--- src/rtl/trap_sequencer.sv ---
// rtl/trap_sequencer.sv - machine-mode timer-interrupt entry and mret return sequencer
//
// Purpose:
//   Sits beside the EX stage of the 3-stage RV32I pipeline. It decides when a
//   pending timer interrupt is taken or an mret retires. It then redirects the
//   PC, squashes IF/ID and pulses the CSR-file update strobes. After each
//   redirect it holds off for HOLD_CYCLES quiet cycles.
//
// Ports:
//   clk, rst                  clock, synchronous active-high reset
//   timer_irq, mstatus_mie,
//   mie_mtie                  interrupt request and its two enables
//   ex_valid, ex_redirect,
//   is_mret, ex_pc            EX-stage instruction status and PC
//   mtvec, mepc               trap vector and exception PC CSRs
//   pc_redir_en, pc_redir     one-cycle PC load pulse and its target
//   flush                     one-cycle IF/ID squash pulse
//   epc_wr, epc_val           mepc write pulse and value
//   cause_wr, cause_val       mcause write pulse and value
//   mie_clr, mie_restore      mstatus MIE/MPIE update pulses
//   busy                      sequencer is not idle
//   irq_count                 saturating count of taken interrupts
module trap_sequencer #(
  parameter int XLEN        = 32,
  parameter int HOLD_CYCLES = 2,
  parameter int CAUSE_CODE  = 7,
  parameter int CNT_W       = 16
) (
  input  logic             clk,
  input  logic             rst,
  input  logic             timer_irq,
  input  logic             mstatus_mie,
  input  logic             mie_mtie,
  input  logic             ex_valid,
  input  logic             ex_redirect,
  input  logic             is_mret,
  input  logic [XLEN-1:0]  ex_pc,
  input  logic [XLEN-1:0]  mtvec,
  input  logic [XLEN-1:0]  mepc,
  output logic             pc_redir_en,
  output logic [XLEN-1:0]  pc_redir,
  output logic             flush,
  output logic             epc_wr,
  output logic [XLEN-1:0]  epc_val,
  output logic             cause_wr,
  output logic [XLEN-1:0]  cause_val,
  output logic             mie_clr,
  output logic             mie_restore,
  output logic             busy,
  output logic [CNT_W-1:0] irq_count
);

  localparam int HW = (HOLD_CYCLES > 1) ? $clog2(HOLD_CYCLES) : 1;
  localparam logic [XLEN-1:0] CAUSE_VAL = {1'b1, (XLEN-1)'(CAUSE_CODE)};
  localparam logic [XLEN-1:0] VEC_OFFSET = XLEN'(CAUSE_CODE) << 2;

  typedef enum logic [1:0] {
    S_IDLE,
    S_TAKE,
    S_RET,
    S_HOLD
  } state_t;

  state_t            state_q, state_d;
  logic [HW-1:0]     hold_cnt_q, hold_cnt_d;

  logic              pc_redir_en_q, pc_redir_en_d;
  logic [XLEN-1:0]   pc_redir_q, pc_redir_d;
  logic              flush_q, flush_d;
  logic              epc_wr_q, epc_wr_d;
  logic [XLEN-1:0]   epc_val_q, epc_val_d;
  logic              cause_wr_q, cause_wr_d;
  logic [XLEN-1:0]   cause_val_q, cause_val_d;
  logic              mie_clr_q, mie_clr_d;
  logic              mie_restore_q, mie_restore_d;
  logic              busy_q, busy_d;
  logic [CNT_W-1:0]  irq_count_q, irq_count_d;

  logic              pend;
  logic [XLEN-1:0]   trap_base;
  logic [XLEN-1:0]   trap_target;
  logic              unused_mepc_lsbs;

  assign pend      = timer_irq & mie_mtie & mstatus_mie;
  assign trap_base = {mtvec[XLEN-1:2], 2'b00};
  // Only mode 01 vectors; the reserved modes 10/11 fall back to direct.
  assign trap_target = (mtvec[1:0] == 2'b01) ? trap_base + VEC_OFFSET : trap_base;
  assign unused_mepc_lsbs = ^mepc[1:0];

  // State register (outputs are registered alongside it)
  always_ff @(posedge clk) begin
    if (rst) begin
      state_q       <= S_IDLE;
      hold_cnt_q    <= '0;
      pc_redir_en_q <= 1'b0;
      pc_redir_q    <= '0;
      flush_q       <= 1'b0;
      epc_wr_q      <= 1'b0;
      epc_val_q     <= '0;
      cause_wr_q    <= 1'b0;
      cause_val_q   <= '0;
      mie_clr_q     <= 1'b0;
      mie_restore_q <= 1'b0;
      busy_q        <= 1'b0;
      irq_count_q   <= '0;
    end else begin
      state_q       <= state_d;
      hold_cnt_q    <= hold_cnt_d;
      pc_redir_en_q <= pc_redir_en_d;
      pc_redir_q    <= pc_redir_d;
      flush_q       <= flush_d;
      epc_wr_q      <= epc_wr_d;
      epc_val_q     <= epc_val_d;
      cause_wr_q    <= cause_wr_d;
      cause_val_q   <= cause_val_d;
      mie_clr_q     <= mie_clr_d;
      mie_restore_q <= mie_restore_d;
      busy_q        <= busy_d;
      irq_count_q   <= irq_count_d;
    end
  end

  // Next-state logic
  always_comb begin
    state_d    = state_q;
    hold_cnt_d = hold_cnt_q;
    case (state_q)
      S_IDLE: begin
        // mret has priority; a coincident interrupt is re-evaluated after HOLD.
        if (ex_valid && is_mret) begin
          state_d = S_RET;
        end else if (pend && ex_valid && !ex_redirect) begin
          state_d = S_TAKE;
        end
      end
      S_TAKE, S_RET: begin
        state_d    = S_HOLD;
        hold_cnt_d = HW'(HOLD_CYCLES - 1);
      end
      S_HOLD: begin
        if (hold_cnt_q == '0) begin
          state_d = S_IDLE;
        end else begin
          hold_cnt_d = hold_cnt_q - 1'b1;
        end
      end
      default: state_d = S_IDLE;
    endcase
  end

  // Output logic: computed from the upcoming state so the registered pulses
  // line up with the TAKE/RET cycle itself.
  always_comb begin
    pc_redir_en_d = 1'b0;
    flush_d       = 1'b0;
    epc_wr_d      = 1'b0;
    cause_wr_d    = 1'b0;
    mie_clr_d     = 1'b0;
    mie_restore_d = 1'b0;
    pc_redir_d    = pc_redir_q;
    epc_val_d     = epc_val_q;
    cause_val_d   = cause_val_q;
    irq_count_d   = irq_count_q;
    busy_d        = (state_d != S_IDLE);
    if (state_d == S_TAKE) begin
      pc_redir_en_d = 1'b1;
      flush_d       = 1'b1;
      epc_wr_d      = 1'b1;
      cause_wr_d    = 1'b1;
      mie_clr_d     = 1'b1;
      pc_redir_d    = trap_target;
      epc_val_d     = ex_pc + XLEN'(4);
      cause_val_d   = CAUSE_VAL;
      irq_count_d   = (irq_count_q == '1) ? irq_count_q : irq_count_q + CNT_W'(1);
    end else if (state_d == S_RET) begin
      pc_redir_en_d = 1'b1;
      flush_d       = 1'b1;
      mie_restore_d = 1'b1;
      pc_redir_d    = {mepc[XLEN-1:2], 2'b00};
    end
  end

  assign pc_redir_en = pc_redir_en_q;
  assign pc_redir    = pc_redir_q;
  assign flush       = flush_q;
  assign epc_wr      = epc_wr_q;
  assign epc_val     = epc_val_q;
  assign cause_wr    = cause_wr_q;
  assign cause_val   = cause_val_q;
  assign mie_clr     = mie_clr_q;
  assign mie_restore = mie_restore_q;
  assign busy        = busy_q;
  assign irq_count   = irq_count_q;

endmodule
--- config.mk ---
export PLATFORM = sky130hd
export DESIGN_NAME = trap_sequencer
export DESIGN_NICKNAME = d
export VERILOG_FILES = /design/src/rtl/trap_sequencer.sv
export SDC_FILE = /design/constraint.sdc
export NUM_CORES = 1
export LEC_CHECK = 0
export CAP_MARGIN = 25
export CORE_AREA = 2 2 105 107
export CTS_BUF_LIST = sky130_fd_sc_hd__clkbuf_2 sky130_fd_sc_hd__clkbuf_4 sky130_fd_sc_hd__clkbuf_8
export DETAILED_ROUTE_END_ITERATION = 10
export DIE_AREA = 0 0 107 109
export PLACE_DENSITY = 0.89
export SLEW_MARGIN = 15
export SYNTH_ARGS = -nofsm -noshare
export SYNTH_HDL_FRONTEND = slang
export SYNTH_SLANG_ARGS = --single-unit
--- constraint.sdc ---
create_clock -name clk -period 6.9 [get_ports clk]
set_input_delay 1.38 -clock clk [delete_from_list [all_inputs] [get_ports clk]]
set_output_delay 1.38 -clock clk [all_outputs]
set_load 0.02 [all_outputs]
# [Word-level counts from Yosys, hierarchy flattened]
# Cells that the tools add are included.
[classes] n_eq_ne=7 n_reduce_logical=11 bitwise=3 add_sub_neg=4 n_mux=12
[op_table] cell="32-bit two-way mux" count=3
[op_table] cell="32-bit by 3-bit adder with 32-bit output, second input constant" count=1
[op_table] cell="32-bit by 5-bit adder with 32-bit output, second input constant" count=1
[op_table] cell="16-bit by 1-bit adder with 16-bit output, second input constant" count=1
[op_table] cell="16-bit equality test, second input constant" count=1
[op_table] cell="2-bit by 1-bit equality test with 1-bit output, second input constant" count=3
[op_table] cell="2-bit equality test, second input constant" count=3
[op_table] cell="2-bit two-way mux" count=3
[op_table] cell="2-bit case mux with 3 select lines" count=1
[op_table] cell="2-bit nonzero test" count=3
[op_table] cell="1-bit two-way mux" count=4
[op_table] cell="2-bit OR reduction" count=2
[op_table] cell="1-bit logical AND" count=3
[op_table] cell="1-bit bitwise AND" count=2
[op_table] cell="2-bit zero test" count=1
[op_table] cell="1-bit case mux with 2 select lines" count=1
[op_table] cell="2-bit AND reduction" count=1
[op_table] cell="1-bit zero test" count=1
[op_table] cell="1-bit NOT" count=1
[op_table] cell="1-bit subtractor, second input constant" count=1
[word_totals] ff_bits=88 in_bits=104

# [Longest topological paths before layout]
[logic_depth] depth_word=10 mapped_depth=12 mapped_depth_nobuf=12

# [Worst setup path before layout]
# No wires, ideal clock.
[synth_timing] kind="input port to flip-flop" start="input mstatus_mie" end="register pc_redir_q[14] (netlist: pc_redir[14])" required_time_ps=6824 setup_slack_ps=3717 setup_ps=76 path_stages=10 path_buffers=2 arrival_ps=3107 path_cell_list="nand4_1 -> o21ai_0 -> a31o_2 -> ha_1 -> buf_2 -> inv_1 -> nor2_1 -> nand2_1 -> clkbuf_1 -> o22ai_1"
[synth_between] elab_chain_cells=8 elab_cells_between_ends=10 classes_between="2 x eq/ne; 4 x mux; 1 x bitwise; 3 x reduce/logical"
[synth_rtl] element="start, declared" line_no="32" source="input logic mstatus_mie,"
[synth_rtl] element="1-bit bitwise AND (*)" line_no="84" source="assign pend = timer_irq & mie_mtie & mstatus_mie;"
[synth_rtl] element="1-bit logical AND (*) (2 in a row)" line_no="132" source="end else if (pend && ex_valid && !ex_redirect) begin"
[synth_rtl] element="2-bit two-way mux (*)" line_no="132"
[synth_rtl] element="2-bit two-way mux (*)" line_no="130" source="if (ex_valid && is_mret) begin"
[synth_rtl] element="2-bit case mux with 3 select lines (*)" line_no="127" source="case (state_q)"
[synth_rtl] element="2-bit by 1-bit equality test with 1-bit output or 2-bit equality test (tied branches)" line_no="165, 175"
[synth_rtl] element="32-bit two-way mux or 2-bit nonzero test (tied branches)"
[synth_rtl] element="end signal, assigned" line_no="110" source="pc_redir_q <= pc_redir_d;"
[synth_rtl] element="end, declared" line_no="68" source="logic [XLEN-1:0] pc_redir_q, pc_redir_d;"
# Every way passes the cells marked *; elsewhere a longest branch is shown, timed or not.
# A chain may end at the register's enable or synchronous reset.

# [Worst setup path in the final report]
[layout_timing] start="input ex_valid" end="register pc_redir_q[23] (netlist: pc_redir[23])"
[layout_between] elab_chain_cells=7 elab_cells_between_ends=10 classes_between="2 x eq/ne; 4 x mux; 4 x reduce/logical"
[layout_rtl] element="start, declared" line_no="34" source="input logic ex_valid,"
[layout_rtl] element="1-bit logical AND (2 in a row)" line_no="132"
[layout_rtl] element="2-bit two-way mux" line_no="132"
[layout_rtl] element="2-bit two-way mux (*)" line_no="130"
[layout_rtl] element="2-bit case mux with 3 select lines (*)" line_no="127"
[layout_rtl] element="2-bit by 1-bit equality test with 1-bit output or 2-bit equality test (tied branches)" line_no="165, 175"
[layout_rtl] element="32-bit two-way mux or 2-bit nonzero test (tied branches)"
# Marks and branches as above.

==> metrics.yaml <==
status:
  status: "completed"
synthesis:
  synth_edf_count: 0
  synth_cell_type_count: 57
  synth_seq_cells: 86
  avgSynthCellArea_um2: 8.55
  yosysWarnings: 0
  postSynthCellCount: 572
  syn_area_um2: 4890
  ys_seq_area_share_pct: 35.2
  synth_ff_type: "dfxtp_1"
  async_reset_ff_share_pct: 0
pwr:
  power_density_nw_per_um2: 351
  power.total_mw: 2.41
  static-leakage-power_nw: 2.41
  peakVddDrop_mv: 0.238
sta:
  hold_viol: 0
  slew_headroom_pct: 41.0
  post-route-period-util_pct: 59.3
  setup-tns-final_ns: 0
  setup_violations: 0
  fin_ws_ns: 2.81
  fin_crit_ns: 4.09
  max_freq_ghz: 0.244
  grt_setup_unrepaired: "no"
  worstMarginPinSlew_ns: 0.886
  slew_viol_final: 0
  skew_ns: 0.00890
floorplanning:
  die_h_um: 109
  row_count: 38
  core_um2: 10600
  start_util_pct: 46.1
  num_io_pins: 223
  dieWidth_um: 107
  dieArea_um2: 11700
route:
  drc: 0
  vias: 4826
  final_antenna_net_count: 0
  firstDrtPassIters: 5
  first_iter_violations: 345
  avgRoutedWirePerCell_um: 16.1
  vias_per_cell: 5.43
  wirelength_mm: 14.3
place:
  place_ws_ns: 2.52
  place_congestion: 0.953
  hpwl_mm: 11.0
  place_area_um2: 6690
  port_buffers: 190
cts:
  cts_root_buf: "clkbuf_8"
  numCtsBuffers: 9
  h-tree-depth: 3
  cts_setup_buffers: 0
  clock_sinks: 86
  cts_resized: 0
  hold_buffers: 0
  cts_buffer_depth: 2
  cts.clk_slew.worst_paths_ns: 0.08
  cts_tree: "done"
  clk_latency_ns: 0.35
finish:
  nNetsFinal: 856
  fin_area_um2: 6880
  nFillCells: 881
  area_growth_pct: 40.6
  drive_above_1_share_pct: 5.08
  diodes: 0
global_routing:
  grt_start_max_net_pins: 85
  antenna_found_initial: 0
  first_global_vias: 4666
  overflow: 0
  grt_pass1_wl_mm: 22.7
  track_usage_pct: 24.3
setup_path:
  crit_arrival_ns: 4.36
  path_class: "in2reg"
  critPathCaptureType: "flip-flop"
  regToRegSetupSlack_ns: 3.62
  crit_path_max_fanout: 17
  crit_required_ns: 7.17
  start_kind: "input pin"
flow_run:
  cap_viol_max_count: 0
min_path:
  hold_class: "reg2reg"
-- sequential cells by signal (all words and copies together), names as in the netlist --
signal / cells
pc_redir: 30
cause_val: 1
flush: 1
state_q: 2
mie_restore: 1
hold_cnt_q: 1
irq_count: 16
mie_clr: 1
busy: 1
epc_val: 32
-- layout by cell type, fill, tap and decap left out, types with 4 or more instances in the layout --
master           count
a222oi_1             4
mux2i_1              4
o21ai_0             12
nand4_1             16
nor2_1              70
nand2_1             36
conb_1              30
ha_1                 8
and2_1               4
a22oi_1             18
a211oi_1            26
or3_1                7
and3_1              15
nor3_1              19
o211ai_1             4
buf_4                4
dfxtp_1             86
o22ai_1             20
inv_1               16
a31oi_1              4
clkdlybuf4s50_1    189
xnor2_1             40
and4_1               7
nand3_1             16
a311oi_1             6
xor2_1              22
clkbuf_8            12
a21oi_1             11
-- per-layer routing --
layer	vias to the layer above	track usage, %	share of wire [%]
met5	-	0	0
met4	0	10.4	2.5
met3	28	4.42	6.2
met2	183	41.4	51
met1	2270	30.3	41
li1	2345	-	-
-- where the power goes --
| group | switching (mW) | leakage [nW] | internal, mW |
|---|---|---|---|
| clock | 0.177 | 0.0988 | 0.164 |
| sequential | 0.0801 | 0.702 | 0.645 |
| combinational | 0.772 | 1.60 | 0.575 |
-- logic make-up after synthesis --
logic type / share of synthesized area [%]
xor gates and xnor gates: 11.1
adders and majority gates: 2.30
DFF: 35.2
buffers and inverters: 9.77
muxes: 0.819
AOI/OAI and AO/OA: 16.4
other: 0.0767
and+or+nand+nor: 24.3
-- cell type report --
type | count | area, um2 | share of cell area (%)
multi-input combinational | 436 | 2800 | 40.7
clock buffer | 13 | 173 | 2.51
clock inverter | 3 | 17.5 | 0.255
tap | 140 | 175 | 2.55
inverter | 16 | 60.1 | 0.874
timing repair buffer | 194 | 1930 | 28.0
sequential | 86 | 1720 | 25.0
-- path summary, 6_finish.rpt --
kind / startpoint / end / depth (start not counted)
setup reg to reg: state_q[0] / pc_redir[23] / 10
setup / recovery: ex_valid / pc_redir[23] / 9
hold / removal: epc_val[5] / epc_val[5] / 2
hold reg to reg: epc_val[5] / epc_val[5] / 2
-- worst max-delay path, stage by stage --
cell	delay [ns]
clkdlybuf4s50_1	0.48
nand4_1	0.12
o21ai_0	0.18
a31oi_1	0.19
ha_1	0.56
inv_1	0.10
nor2_1	0.51
nand2_1	0.54
o22ai_1	0.30
-- synthesized netlist by cell type, drive strengths merged, types with 2 or more instances --
library cell | instances | area, um2
o211ai | 4 | 30.0
ha | 9 | 113
nor3b | 2 | 15.0
a311oi | 6 | 52.6
nand2 | 37 | 141
nor3 | 20 | 105
nor4 | 6 | 80.1
and4 | 9 | 83.8
nand2b | 2 | 12.5
xor2 | 22 | 193
a31o | 2 | 17.5
o21ai | 12 | 60.1
a222oi | 4 | 40.0
nand4 | 19 | 155
nor2 | 70 | 263
buf | 41 | 304
nand3 | 17 | 97.6
inv | 16 | 60.1
and3 | 15 | 93.8
a21oi | 11 | 55.1
and2 | 4 | 25.0
clkbuf | 22 | 114
or3 | 8 | 55.1
xnor2 | 40 | 350
a211oi | 27 | 208
o2111ai | 2 | 17.5
nor2b | 2 | 12.5
a31oi | 4 | 25.0
a22oi | 18 | 135
mux2i | 4 | 40.0
dfxtp | 86 | 1720
o22ai | 20 | 125
-- stage by stage --
step / hold WS, ns / util, % / std cells
after detailed placement: 0.459 / 63.1 / 872
after floorplan: 0.477 / - / 601
final: 0.466 / 64.8 / 888
after CTS: 0.469 / 64.8 / 888
after global routing: 0.495 / 64.8 / 888
after global placement: 0.451 / 63.1 / 872
(Power assumes the default switching activity.)
